==> config.mk <==
export PLATFORM = sky130hd
export DESIGN_NAME = sm4_axis_host
export DESIGN_NICKNAME = d
export VERILOG_FILES = /design/src/rtl/sm4_host_pkg.sv /design/src/rtl/sm4_host_deser.sv /design/src/rtl/sm4_axis_host.sv
export SDC_FILE = /design/constraint.sdc
export NUM_CORES = 1
export LEC_CHECK = 0
export BUFFER_PORTS_ARGS = -buffer_cell sky130_fd_sc_hd__buf_2
export CORE_MARGIN = 5
export CORE_UTILIZATION = 57
export CTS_CLUSTER_SIZE = 8
export DETAILED_ROUTE_END_ITERATION = 7
export GPL_TIMING_DRIVEN = 0
export PLACE_DENSITY = 0.95
export SLEW_MARGIN = 20
export SYNTH_ARGS = -nofsm -noshare
export SYNTH_HDL_FRONTEND = slang
export SYNTH_SLANG_ARGS = --single-unit
==> constraint.sdc <==
create_clock -name clk -period 4.2 [get_ports clk]
set_input_delay 0 -clock clk [delete_from_list [all_inputs] [get_ports clk]]
set_output_delay 0 -clock clk [all_outputs]
set_load 0.02 [all_outputs]
==> src/rtl/sm4_host_pkg.sv <==
// Shared types and constants for the SM4 AXI4-Stream host initiator.
package sm4_host_pkg;

  typedef enum logic [1:0] {
    IDLE     = 2'd0,
    SEND     = 2'd1,
    WAIT_RSP = 2'd2,
    DONE     = 2'd3
  } host_state_e;

  localparam int unsigned REQ_BEATS     = 9;
  localparam int unsigned RSP_BEATS     = 4;
  localparam int unsigned HDR_ISDEC_BIT = 0;

  // Request frame word for a given beat: header, key MSW-first, data MSW-first.
  function automatic logic [31:0] req_word(input logic [3:0] beat, input logic isdec,
                                           input logic [127:0] key, input logic [127:0] data);
    logic [31:0] w;
    w = '0;
    case (beat)
      4'd0: w[HDR_ISDEC_BIT] = isdec;
      4'd1: w = key[127:96];
      4'd2: w = key[95:64];
      4'd3: w = key[63:32];
      4'd4: w = key[31:0];
      4'd5: w = data[127:96];
      4'd6: w = data[95:64];
      4'd7: w = data[63:32];
      4'd8: w = data[31:0];
      default: w = '0;
    endcase
    return w;
  endfunction

endpackage

==> src/rtl/sm4_host_deser.sv <==
// Result-frame deserialiser: shifts 32-bit beats into a 128-bit word and flags framing errors.
module sm4_host_deser
  import sm4_host_pkg::*;
(
  input  logic         clk,
  input  logic         rstn,
  input  logic         clear,
  input  logic         s_valid,
  input  logic         s_ready,
  input  logic         s_last,
  input  logic [31:0]  s_data,
  output logic [127:0] data,
  output logic         done,
  output logic         err
);

  logic [2:0] beat_cnt;
  logic       hs;

  assign hs   = s_valid && s_ready;
  assign done = hs && s_last;
  // A well-formed frame ends exactly on its fourth beat; anything else is a framing error.
  assign err  = done && (beat_cnt != 3'(RSP_BEATS - 1));

  always_ff @(posedge clk or negedge rstn) begin
    if (!rstn) begin
      beat_cnt <= '0;
      data     <= '0;
    end else if (clear) begin
      beat_cnt <= '0;
      data     <= '0;
    end else if (hs) begin
      if (beat_cnt < 3'(RSP_BEATS)) data <= {data[95:0], s_data};
      if (beat_cnt != 3'd7) beat_cnt <= beat_cnt + 3'd1;
    end
  end

endmodule

==> src/rtl/sm4_axis_host.sv <==
// Host initiator for the SM4 AXIS accelerator: 9-beat request out, 4-beat result in.
// Optional response watchdog enabled by defining SM4_HOST_TIMEOUT_EN.
// Handshakes: a transfer happens on a rising edge where valid && ready; a source holds valid and
// payload stable until that edge, and never waits on ready before raising valid.
module sm4_axis_host
  import sm4_host_pkg::*;
#(
  parameter int DATAWIDTH      = 32,
  parameter int TIMEOUT_CYCLES = 1024
) (
  input  logic                   clk,
  input  logic                   rstn,
  input  logic                   req_valid,
  output logic                   req_ready,
  input  logic                   req_isdec,
  input  logic [127:0]           req_key,
  input  logic [127:0]           req_data,
  output logic                   rsp_valid,
  input  logic                   rsp_ready,
  output logic [127:0]           rsp_data,
  output logic                   rsp_err,
  output logic                   busy,
  output logic                   M_AXIS_TVALID,
  output logic [DATAWIDTH-1:0]   M_AXIS_TDATA,
  output logic [DATAWIDTH/8-1:0] M_AXIS_TSTRB,
  output logic                   M_AXIS_TLAST,
  input  logic                   M_AXIS_TREADY,
  input  logic                   S_AXIS_TVALID,
  input  logic [DATAWIDTH-1:0]   S_AXIS_TDATA,
  input  logic [DATAWIDTH/8-1:0] S_AXIS_TSTRB,
  input  logic                   S_AXIS_TLAST,
  output logic                   S_AXIS_TREADY,
  output logic [1:0]             dbg_state
);

  host_state_e  state, next_state;
  logic         rdy_en;
  logic         isdec_q;
  logic [127:0] key_q, data_q;
  logic [3:0]   beat_q;
  logic         err_q;
  logic         accept, m_hs, last_beat, enter_wait;
  logic         deser_done, deser_err, timeout;
  logic         unused_ok;

  assign accept     = req_valid && req_ready;
  assign m_hs       = M_AXIS_TVALID && M_AXIS_TREADY;
  assign last_beat  = (beat_q == 4'(REQ_BEATS - 1));
  assign enter_wait = (state == SEND) && m_hs && last_beat;
  assign dbg_state  = state;

  always_ff @(posedge clk or negedge rstn) begin
    if (!rstn) state <= IDLE;
    else       state <= next_state;
  end

  always_comb begin
    next_state = state;
    case (state)
      IDLE:     if (accept) next_state = SEND;
      SEND:     if (enter_wait) next_state = WAIT_RSP;
      WAIT_RSP: if (deser_done || timeout) next_state = DONE;
      DONE:     if (rsp_ready) next_state = IDLE;
      default:  next_state = IDLE;
    endcase
  end

  // rdy_en keeps req_ready low until the first edge after reset release.
  always_comb begin
    req_ready     = 1'b0;
    M_AXIS_TVALID = 1'b0;
    S_AXIS_TREADY = 1'b0;
    rsp_valid     = 1'b0;
    busy          = 1'b1;
    case (state)
      IDLE: begin
        req_ready = rdy_en;
        busy      = 1'b0;
      end
      SEND:     M_AXIS_TVALID = 1'b1;
      WAIT_RSP: S_AXIS_TREADY = 1'b1;
      DONE:     rsp_valid     = 1'b1;
      default:  busy          = 1'b1;
    endcase
  end

  assign M_AXIS_TDATA = M_AXIS_TVALID ? req_word(beat_q, isdec_q, key_q, data_q) : '0;
  assign M_AXIS_TSTRB = {(DATAWIDTH/8){M_AXIS_TVALID}};
  assign M_AXIS_TLAST = M_AXIS_TVALID && last_beat;
  assign rsp_err      = err_q;

  always_ff @(posedge clk or negedge rstn) begin
    if (!rstn) begin
      rdy_en  <= 1'b0;
      isdec_q <= 1'b0;
      key_q   <= '0;
      data_q  <= '0;
      beat_q  <= '0;
      err_q   <= 1'b0;
    end else begin
      rdy_en <= 1'b1;
      if (accept) begin
        isdec_q <= req_isdec;
        key_q   <= req_key;
        data_q  <= req_data;
        beat_q  <= '0;
        err_q   <= 1'b0;
      end else if ((state == SEND) && m_hs && !last_beat) begin
        beat_q <= beat_q + 4'd1;
      end
      if (state == WAIT_RSP) begin
        if (deser_done)   err_q <= deser_err;
        else if (timeout) err_q <= 1'b1;
      end
    end
  end

  sm4_host_deser u_deser (
    .clk     (clk),
    .rstn    (rstn),
    .clear   (enter_wait),
    .s_valid (S_AXIS_TVALID),
    .s_ready (S_AXIS_TREADY),
    .s_last  (S_AXIS_TLAST),
    .s_data  (S_AXIS_TDATA),
    .data    (rsp_data),
    .done    (deser_done),
    .err     (deser_err)
  );

`ifdef SM4_HOST_TIMEOUT_EN
  localparam int WD_W = $clog2(TIMEOUT_CYCLES) + 1;
  logic [WD_W-1:0] wd_cnt;

  always_ff @(posedge clk or negedge rstn) begin
    if (!rstn) wd_cnt <= '0;
    else if (enter_wait || (S_AXIS_TVALID && S_AXIS_TREADY)) wd_cnt <= '0;
    else if (state == WAIT_RSP) wd_cnt <= wd_cnt + 1'b1;
  end

  assign timeout   = (state == WAIT_RSP) && (wd_cnt == WD_W'(TIMEOUT_CYCLES - 1));
  assign unused_ok = ^S_AXIS_TSTRB;
`else
  assign timeout   = 1'b0;
  assign unused_ok = ^{S_AXIS_TSTRB, (TIMEOUT_CYCLES > 0)};
`endif

endmodule

==> results.json, run 1 <==
{
  "outcome": "aborted with a tool error",
  "haltStage": "global routing",
  "error": "[ERROR GRT-0116] Global routing finished with congestion. Check the congestion regions in the DRC Viewer.",
  "grt_first_pass_wirelength_mm": 138,
  "synthCells": 1481,
  "yosys_warnings": 0,
  "grt_max_degree": 100,
  "hold_buffers": 297,
  "cts_sinks": 396,
  "cts_setup_buffers": 0,
  "h-tree-depth": 2,
  "die_h_um": 183,
  "netlist_area_sq_mm": 0.0171,
  "cts_resized": 0,
  "cts_max_path_buffers": 3,
  "cts_made_buffers": 55,
  "hpwl_mm": 46.5,
  "synth_seq_area_share": 0.579,
  "synth_seq_cells": 396,
  "place.gp.congestion": 0.972,
  "globalRouteOverflowTotal": 7,
  "io_pins": 473,
  "die_width_um": 183,
  "start_util": 0.577,
  "cts_root_buffer": "clkbuf_16",
  "syn_area_per_cell_sq_um": 11.5,
  "core.rowCount": 63,
  "first_global_vias": 21600,
  "synthDistinctLibCells": 44,
  "portBuffers": 468,
  "grt_util_all_layers": 0.560,
  "syn_nets": 1792
}
per-layer routing:
metal,global-route usage,GRT overflow
met5,0.131,0
met4,0.518,5
met3,0.371,0
met2,0.754,2
met1,0.571,0
synthesized netlist by cell type (all sizes together):
master	number	share of area
o22ai	4	0.0015
a2111oi	3	0.0015
a32o	1	0.00059
nand2	279	0.061
a31oi	3	0.0011
nor4	1	0.00037
dfrtp	396	0.58
and2	2	0.00073
inv	12	0.0026
nand4	4	0.0015
and3	5	0.0018
xnor2	4	0.0020
nand3b	1	0.00044
clkbuf	44	0.0097
a32oi	2	0.0010
conb	1	0.00022
nand2b	1	0.00037
o22a	5	0.0026
o21ai	19	0.0058
a211oi	1	0.00044
nor3b	1	0.00044
a221oi	9	0.0046
a22o	3	0.0015
mux2i	4	0.0023
o31ai	3	0.0013
buf	77	0.025
a21oi	180	0.053
mux2	263	0.17
nand3	29	0.0085
a222oi	29	0.017
a22oi	45	0.020
a311oi	1	0.00051
and3b	1	0.00073
o21a	1	0.00044
a221o	1	0.00059
ha	11	0.0080
nor2	33	0.0072
nor2b	2	0.00073
kinds of logic after synthesis:
logic type      synth area share
compound gates             0.113
buf+inv                   0.0377
xor+xnor                 0.00205
simple gates              0.0840
mux                        0.176
flops                      0.579
fa+ha+maj                0.00805
other cells             0.000219
stage by stage:
| step | instances | utilization | area (sq um) | setup slack [ns] |
|---|---|---|---|---|
| floorplan | 1481 | - | 17100 | 1.85 |
| global placement | 2339 | 0.673 | 19900 | -4.30 |
| detailed placement | 2343 | 0.677 | 20100 | 1.49 |
| CTS | 2699 | 0.827 | 24500 | 0.781 |
==> inputs of run 2 (changes only) <==
--- a/config.mk
+++ b/config.mk
@@ -7,11 +7,10 @@
 export LEC_CHECK = 0
 export BUFFER_PORTS_ARGS = -buffer_cell sky130_fd_sc_hd__buf_2
 export CORE_MARGIN = 5
-export CORE_UTILIZATION = 57
-export CTS_CLUSTER_SIZE = 8
+export CORE_UTILIZATION = 40
 export DETAILED_ROUTE_END_ITERATION = 7
 export GPL_TIMING_DRIVEN = 0
-export PLACE_DENSITY = 0.95
+export PLACE_DENSITY_LB_ADDON = 0.15
 export SLEW_MARGIN = 20
 export SYNTH_ARGS = -nofsm -noshare
 export SYNTH_HDL_FRONTEND = slang
==> run 2 against run 1 <==
Net effect: the run now ends clean; synthesized cell count is the same; area after synthesis is the same.
==> results.json, run 2 <==
{
  "grt_first_pass_wirelength_mm": 102,
  "ys.flop_type": "dfrtp_1",
  "ant_nets": 0,
  "yosys_warnings": 0,
  "final.setup_skew_ns": 0.0211,
  "synthTopCellsByArea": "dfrtp_1, mux2_2, nand2_1",
  "io_pins": 473,
  "setup_viol": 0,
  "drv_cap": 0,
  "netlist_area_sq_mm": 0.0171,
  "rsz0062_at_grt": "no",
  "grt_antenna_before_repair": 9,
  "outcome": "completed",
  "worstSkewPairLatency_ns": 0.58,
  "critPathArrivalTime_ns": 3.46,
  "utilization": 0.585,
  "synthCells": 1481,
  "final_cell_area_sq_mm": 0.0246,
  "critPathSlowestCell": "clkbuf_1",
  "critPathKind": "reg2out",
  "globalRouteOverflowTotal": 0,
  "grt_max_degree": 100,
  "cp_max_fo": 10,
  "hpwl_mm": 48.9,
  "area_delta_synth_final_pct": 44.1,
  "clock.fmax_mhz": 289,
  "synth_mux_area_frac": 0.176,
  "ys_async_sr_fraction": 1.00,
  "core_sq_mm": 0.0421,
  "wl_per_cell_um": 23.8,
  "synthSimpleGateAreaFrac": 0.0840,
  "drt_pass1_iterations": 7,
  "finalCritPeriodShare": 0.824,
  "r2r-start": "dbg_state[0]",
  "synth_top_family_by_area": "multiplexers",
  "synthAdderAreaFrac": 0.00805,
  "reg.largest.list": "data_q x128, key_q x128, u_deser.data x128",
  "synth_top_cells_by_count": "dfrtp_1, nand2_1, mux2_2, a21oi_1, buf_2",
  "syn_area_per_cell_sq_um": 11.5,
  "mostFrequentLayoutCell": "buf_2",
  "synth_top_area_share": 0.579,
  "cts_max_path_buffers": 3,
  "die_width_um": 217,
  "fillers": 3527,
  "relSlewSlack": 0.328,
  "synth_compound_area_frac": 0.113,
  "syn_nets": 1792,
  "crit_start": "beat_q[0]",
  "yosysMostFrequentCell": "dfrtp_1",
  "cts_tree": "done",
  "cts_root_buffer": "clkbuf_16",
  "crit_chain": "inv_1 -> ha_1 -> buf_2 -> clkbuf_1 -> a22oi_1 -> a21oi_1 -> a21oi_1 -> nor2_1 -> buf_2",
  "grt_util_all_layers": 0.285,
  "cts_sinks": 396,
  "place_area_sq_mm": 0.0202,
  "synth.largest_area_cell": "dfrtp_1",
  "tightestPinTransition_ns": 1.01,
  "fin_crit_ns": 3.46,
  "critPathBufInv": 4,
  "vias": 15500,
  "cp-end-kind": "output pin",
  "drc_errors": 0,
  "cts_resized": 0,
  "h-tree-depth": 2,
  "synth_seq_area_share": 0.579,
  "crit_family": "buffers and inverters",
  "portBuffers": 468,
  "die_area_sq_mm": 0.0470,
  "final.setup.tns_ns": 0,
  "p_leak_nw": 11.5,
  "synth_seq_cells": 396,
  "start_util": 0.406,
  "cp_data_required_time_ns": 4.20,
  "first_global_vias": 16400,
  "wirelength_mm": 68.4,
  "whs_ns": 0.0803,
  "layout_common_cells": "buf_2, dfrtp_1, dlygate4sd3_1, nand2_1, mux2_2",
  "avgViaCountPerCell": 5.40,
  "hold_class": "in2async",
  "power_density_mw_per_mm2": 703,
  "drv_slew": 0,
  "cts_made_buffers": 43,
  "synthDistinctLibCells": 44,
  "cp_slowest_stage_delay_ns": 0.78,
  "path_clk_slew_ns": 0.06,
  "synth-edff-count": 0,
  "core.rowCount": 75,
  "die_h_um": 217,
  "startpoint_type": "register",
  "drive_gt1_frac": 0.376,
  "place.gp.congestion": 0.860,
  "drtIter0Drc": 1285,
  "hold_viol": 0,
  "synth-xor-area-share": 0.00205,
  "ir_worst_vdd_v": 0.000327,
  "fin_nets": 2606
}
run 2: cell counts after synthesis:
No cell type changed its count.
run 2: final cells by class:
class	instances	area (sq um)	share of cell area
Clock buffer	62	1220	0.0494
Timing Repair Buffer	769	5450	0.221
Buffer	121	601	0.0244
Tap cell	539	674	0.0274
Sequential cell	396	9910	0.402
Inverter	12	45.0	0.00183
Antenna cell	10	25.0	0.00102
Multi-Input combinational cell	952	6550	0.266
Clock inverter	12	169	0.00685
run 2: metrics by stage:
step                power, W  std cells  worst slack, ns
detailed placement    0.0133       2492             1.35
global placement      0.0131       2488            -4.87
CTS                   0.0174       2863            0.702
finish                0.0173       2873            0.739
global route          0.0183       2871            0.582
floorplan             0.0107       1481             1.85
run 2: worst paths after layout:
kind	end	slack, ns	cells after the start
max	M_AXIS_TDATA[4]	0.74	9
min	key_q[12]	0.08	3
max reg2reg	key_q[55]	1.63	7
min reg2reg	key_q[121]	0.50	1
max in group asynchronous	u_deser.data[6]	3.22	4
min in group clk	data_q[84]	0.18	3
run 2: repair_timing:
| item | 4_1_cts | 5_1_grt |
|---|---|---|
| setup buffers | 0 | 0 |
| hold endpoints to repair | 596 | 0 |
| hold buffers | 297 | 0 |
run 2: where the power goes:
part	internal [W]	leakage, nW	switching [W]
Combinational	0.00288	5.90	0.00389
Sequential	0.00562	4.91	0.00112
Clock	0.00221	0.684	0.00161
Total	0.0107	11.5	0.00663
run 2: kinds of logic (layout without fill, tap and decap cells):
logic type                 count (synthesis)  after routing
and+or+nand+nor                          359            359
AOI/OAI and AO/OA                        310            310
buffers and inverters                    133            976
DFF                                      396            396
xor gates and xnor gates                   4              4
adders and majority gates                 11             11
other                                      1             11
muxes                                    267            267
run 2: per-layer routing:
| layer | routed length (um) | part of all wire | GRT usage | vias up |
|---|---|---|---|---|
| met2 | 32400 | 0.47 | 0.472 | 668 |
| met4 | 3350 | 0.049 | 0.129 | 2 |
| li1 | - | - | - | 6885 |
| met5 | 13 | 0.00019 | 0 | - |
| met3 | 4730 | 0.069 | 0.0523 | 175 |
| met1 | 27800 | 0.41 | 0.366 | 7795 |
run 2: tightest hold or removal path: cells and delay by family:
family   cells  cell delay (ns)
buf+inv      3             1.03
(Power assumes the default switching activity.)
==> inputs of run 3 (changes only) <==
==> constraint.sdc (replaced) <==
create_clock -name clk -period 2.8 [get_ports clk]
set_input_delay 0 -clock clk [delete_from_list [all_inputs] [get_ports clk]]
set_output_delay 0 -clock clk [all_outputs]
set_load 0.02 [all_outputs]
==> run 3 against run 2 <==
Net effect: sequential share of layout area down 0.57 points; critical path type unchanged; cell count about the same; sequential power up 50%.
==> results.json, run 3 (same netlist as run 2, synthesis figures left out) <==
{
  "grt_max_degree": 100,
  "core.rowCount": 75,
  "fin_nets": 2611,
  "vias": 15600,
  "final.setup_skew_ns": 0.0190,
  "ant_nets": 0,
  "critPathKind": "reg2out",
  "drive_gt1_frac": 0.393,
  "cts_root_buffer": "clkbuf_16",
  "die_h_um": 217,
  "portBuffers": 468,
  "first_global_vias": 16500,
  "layout_common_cells": "buf_2, dfrtp_1, dlygate4sd3_1, nand2_1, mux2_2",
  "tightestPinTransition_ns": 0.882,
  "fillers": 3497,
  "worstSkewPairLatency_ns": 0.58,
  "cts_sinks": 396,
  "cts_max_path_buffers": 3,
  "multiInputGateArea_sq_mm": 0.00665,
  "place.gp.congestion": 0.860,
  "core_sq_mm": 0.0421,
  "cp_max_fo": 10,
  "h-tree-depth": 2,
  "drt_pass1_iterations": 6,
  "avgViaCountPerCell": 5.42,
  "outcome": "completed",
  "critPathArrivalTime_ns": 2.76,
  "cts_made_buffers": 43,
  "grt_first_pass_wirelength_mm": 102,
  "ir_worst_vdd_v": 0.000497,
  "mostFrequentLayoutCell": "buf_2",
  "cts_tree": "done",
  "regArea_sq_mm": 0.00991,
  "relSlewSlack": 0.412,
  "power_density_mw_per_mm2": 1060,
  "grt_util_all_layers": 0.286,
  "drtIter0Drc": 1202,
  "die_width_um": 217,
  "path_clk_slew_ns": 0.06,
  "wirelength_mm": 68.8,
  "utilization": 0.593,
  "fin_crit_ns": 2.76,
  "p_leak_nw": 11.6,
  "grt_antenna_before_repair": 7,
  "drv_cap": 0,
  "hpwl_mm": 48.9,
  "startpoint_type": "register",
  "drv_slew": 0,
  "clock.fmax_mhz": 362,
  "hold_viol": 0,
  "hold_class": "in2async",
  "final_cell_area_sq_mm": 0.0250,
  "finalCritPeriodShare": 0.987,
  "wl_per_cell_um": 23.9,
  "area_delta_synth_final_pct": 46.1,
  "drc_errors": 0,
  "io_pins": 473,
  "reg.largest.list": "data_q x128, key_q x128, u_deser.data x128",
  "setup_viol": 0,
  "die_area_sq_mm": 0.0470,
  "start_util": 0.406,
  "place_area_sq_mm": 0.0202,
  "cp_data_required_time_ns": 2.80,
  "rsz0062_at_grt": "yes",
  "cp-end-kind": "output pin",
  "globalRouteOverflowTotal": 0
}
==> run 3: changes by cell type in the layout (fill, tap and decap cells not counted), sizes merged <==
cell    change
buf         +6
diode       -3
clkbuf      -1
==> run 3: report_power, final <==
part	internal, W	total [W]	switching [W]
Combinational	0.00471	0.0107	0.00599
Clock	0.00331	0.00574	0.00242
Sequential	0.00843	0.0101	0.00171
Total	0.0165	0.0266	0.0101
==> run 3: critical path: stages, from the launching register on <==
cell and delay [ns]:
dfrtp_1 0.48, inv_1 0.11, clkbuf_1 0.52, nand2_1 0.25, o22a_1 0.26, a21oi_1 0.32, buf_2 0.25
==> run 3: layout make-up <==
type                       instances  area share
multi-input combinational        952       0.266
clock inverter                    12     0.00676
buffer                           121      0.0319
tap                              539      0.0270
antenna                            7    0.000701
clock buffer                      62      0.0487
inverter                          12     0.00180
sequential                       396       0.396
timing repair buffer             774       0.221
==> run 3: path summary, 6_finish.rpt <==
check,startpoint,endpoint,slack (ns),cells past startpoint
hold reg to reg,key_q[121],key_q[121],0.51,1
min in group clk,req_data[84],data_q[84],0.18,3
setup reg to reg,dbg_state[0],key_q[57],0.23,7
hold / removal,rstn,key_q[108],0.09,3
setup / recovery,beat_q[3],M_AXIS_TDATA[10],0.04,6
max in group asynchronous,rstn,u_deser.data[12],1.82,4
==> run 3: layer usage <==
| layer | up-vias | global-route usage | wire length [um] |
|---|---|---|---|
| met1 | 7832 | 0.366 | 28300 |
| met5 | - | 0 | 13 |
| met3 | 196 | 0.0535 | 4490 |
| met2 | 662 | 0.472 | 32400 |
| li1 | 6890 | - | - |
| met4 | 2 | 0.136 | 3620 |
==> run 3: stage by stage <==
| stage | cells | hold slack, ns | total power [W] | TNS [ns] | setup slack, ns |
|---|---|---|---|---|---|
| 3_3_place_gp | 2488 | 0.219 | 0.0196 | -2468.59 | -6.27 |
| 3_5_place_dp | 2492 | -0.0170 | 0.0199 | -0.106 | -0.0550 |
| 4_1_cts | 2865 | 0.0819 | 0.0264 | 0 | 0.00626 |
| 6_report | 2875 | 0.0926 | 0.0266 | 0 | 0.0365 |
| 5_1_grt | 2874 | 0.115 | 0.0279 | -0.0274 | -0.0165 |
| 2_1_floorplan | 1481 | -0.296 | 0.0160 | 0 | 0.446 |
==> run 3: timing repair <==
item                                    CTS  global route
pin swaps                                 9            15
gates resized for setup                  68            39
buffers inserted                          2             3
gates cloned                              0             0
hold endpoints to repair                596             0
hold buffers                            297             0
endpoints found under the setup margin   32            26
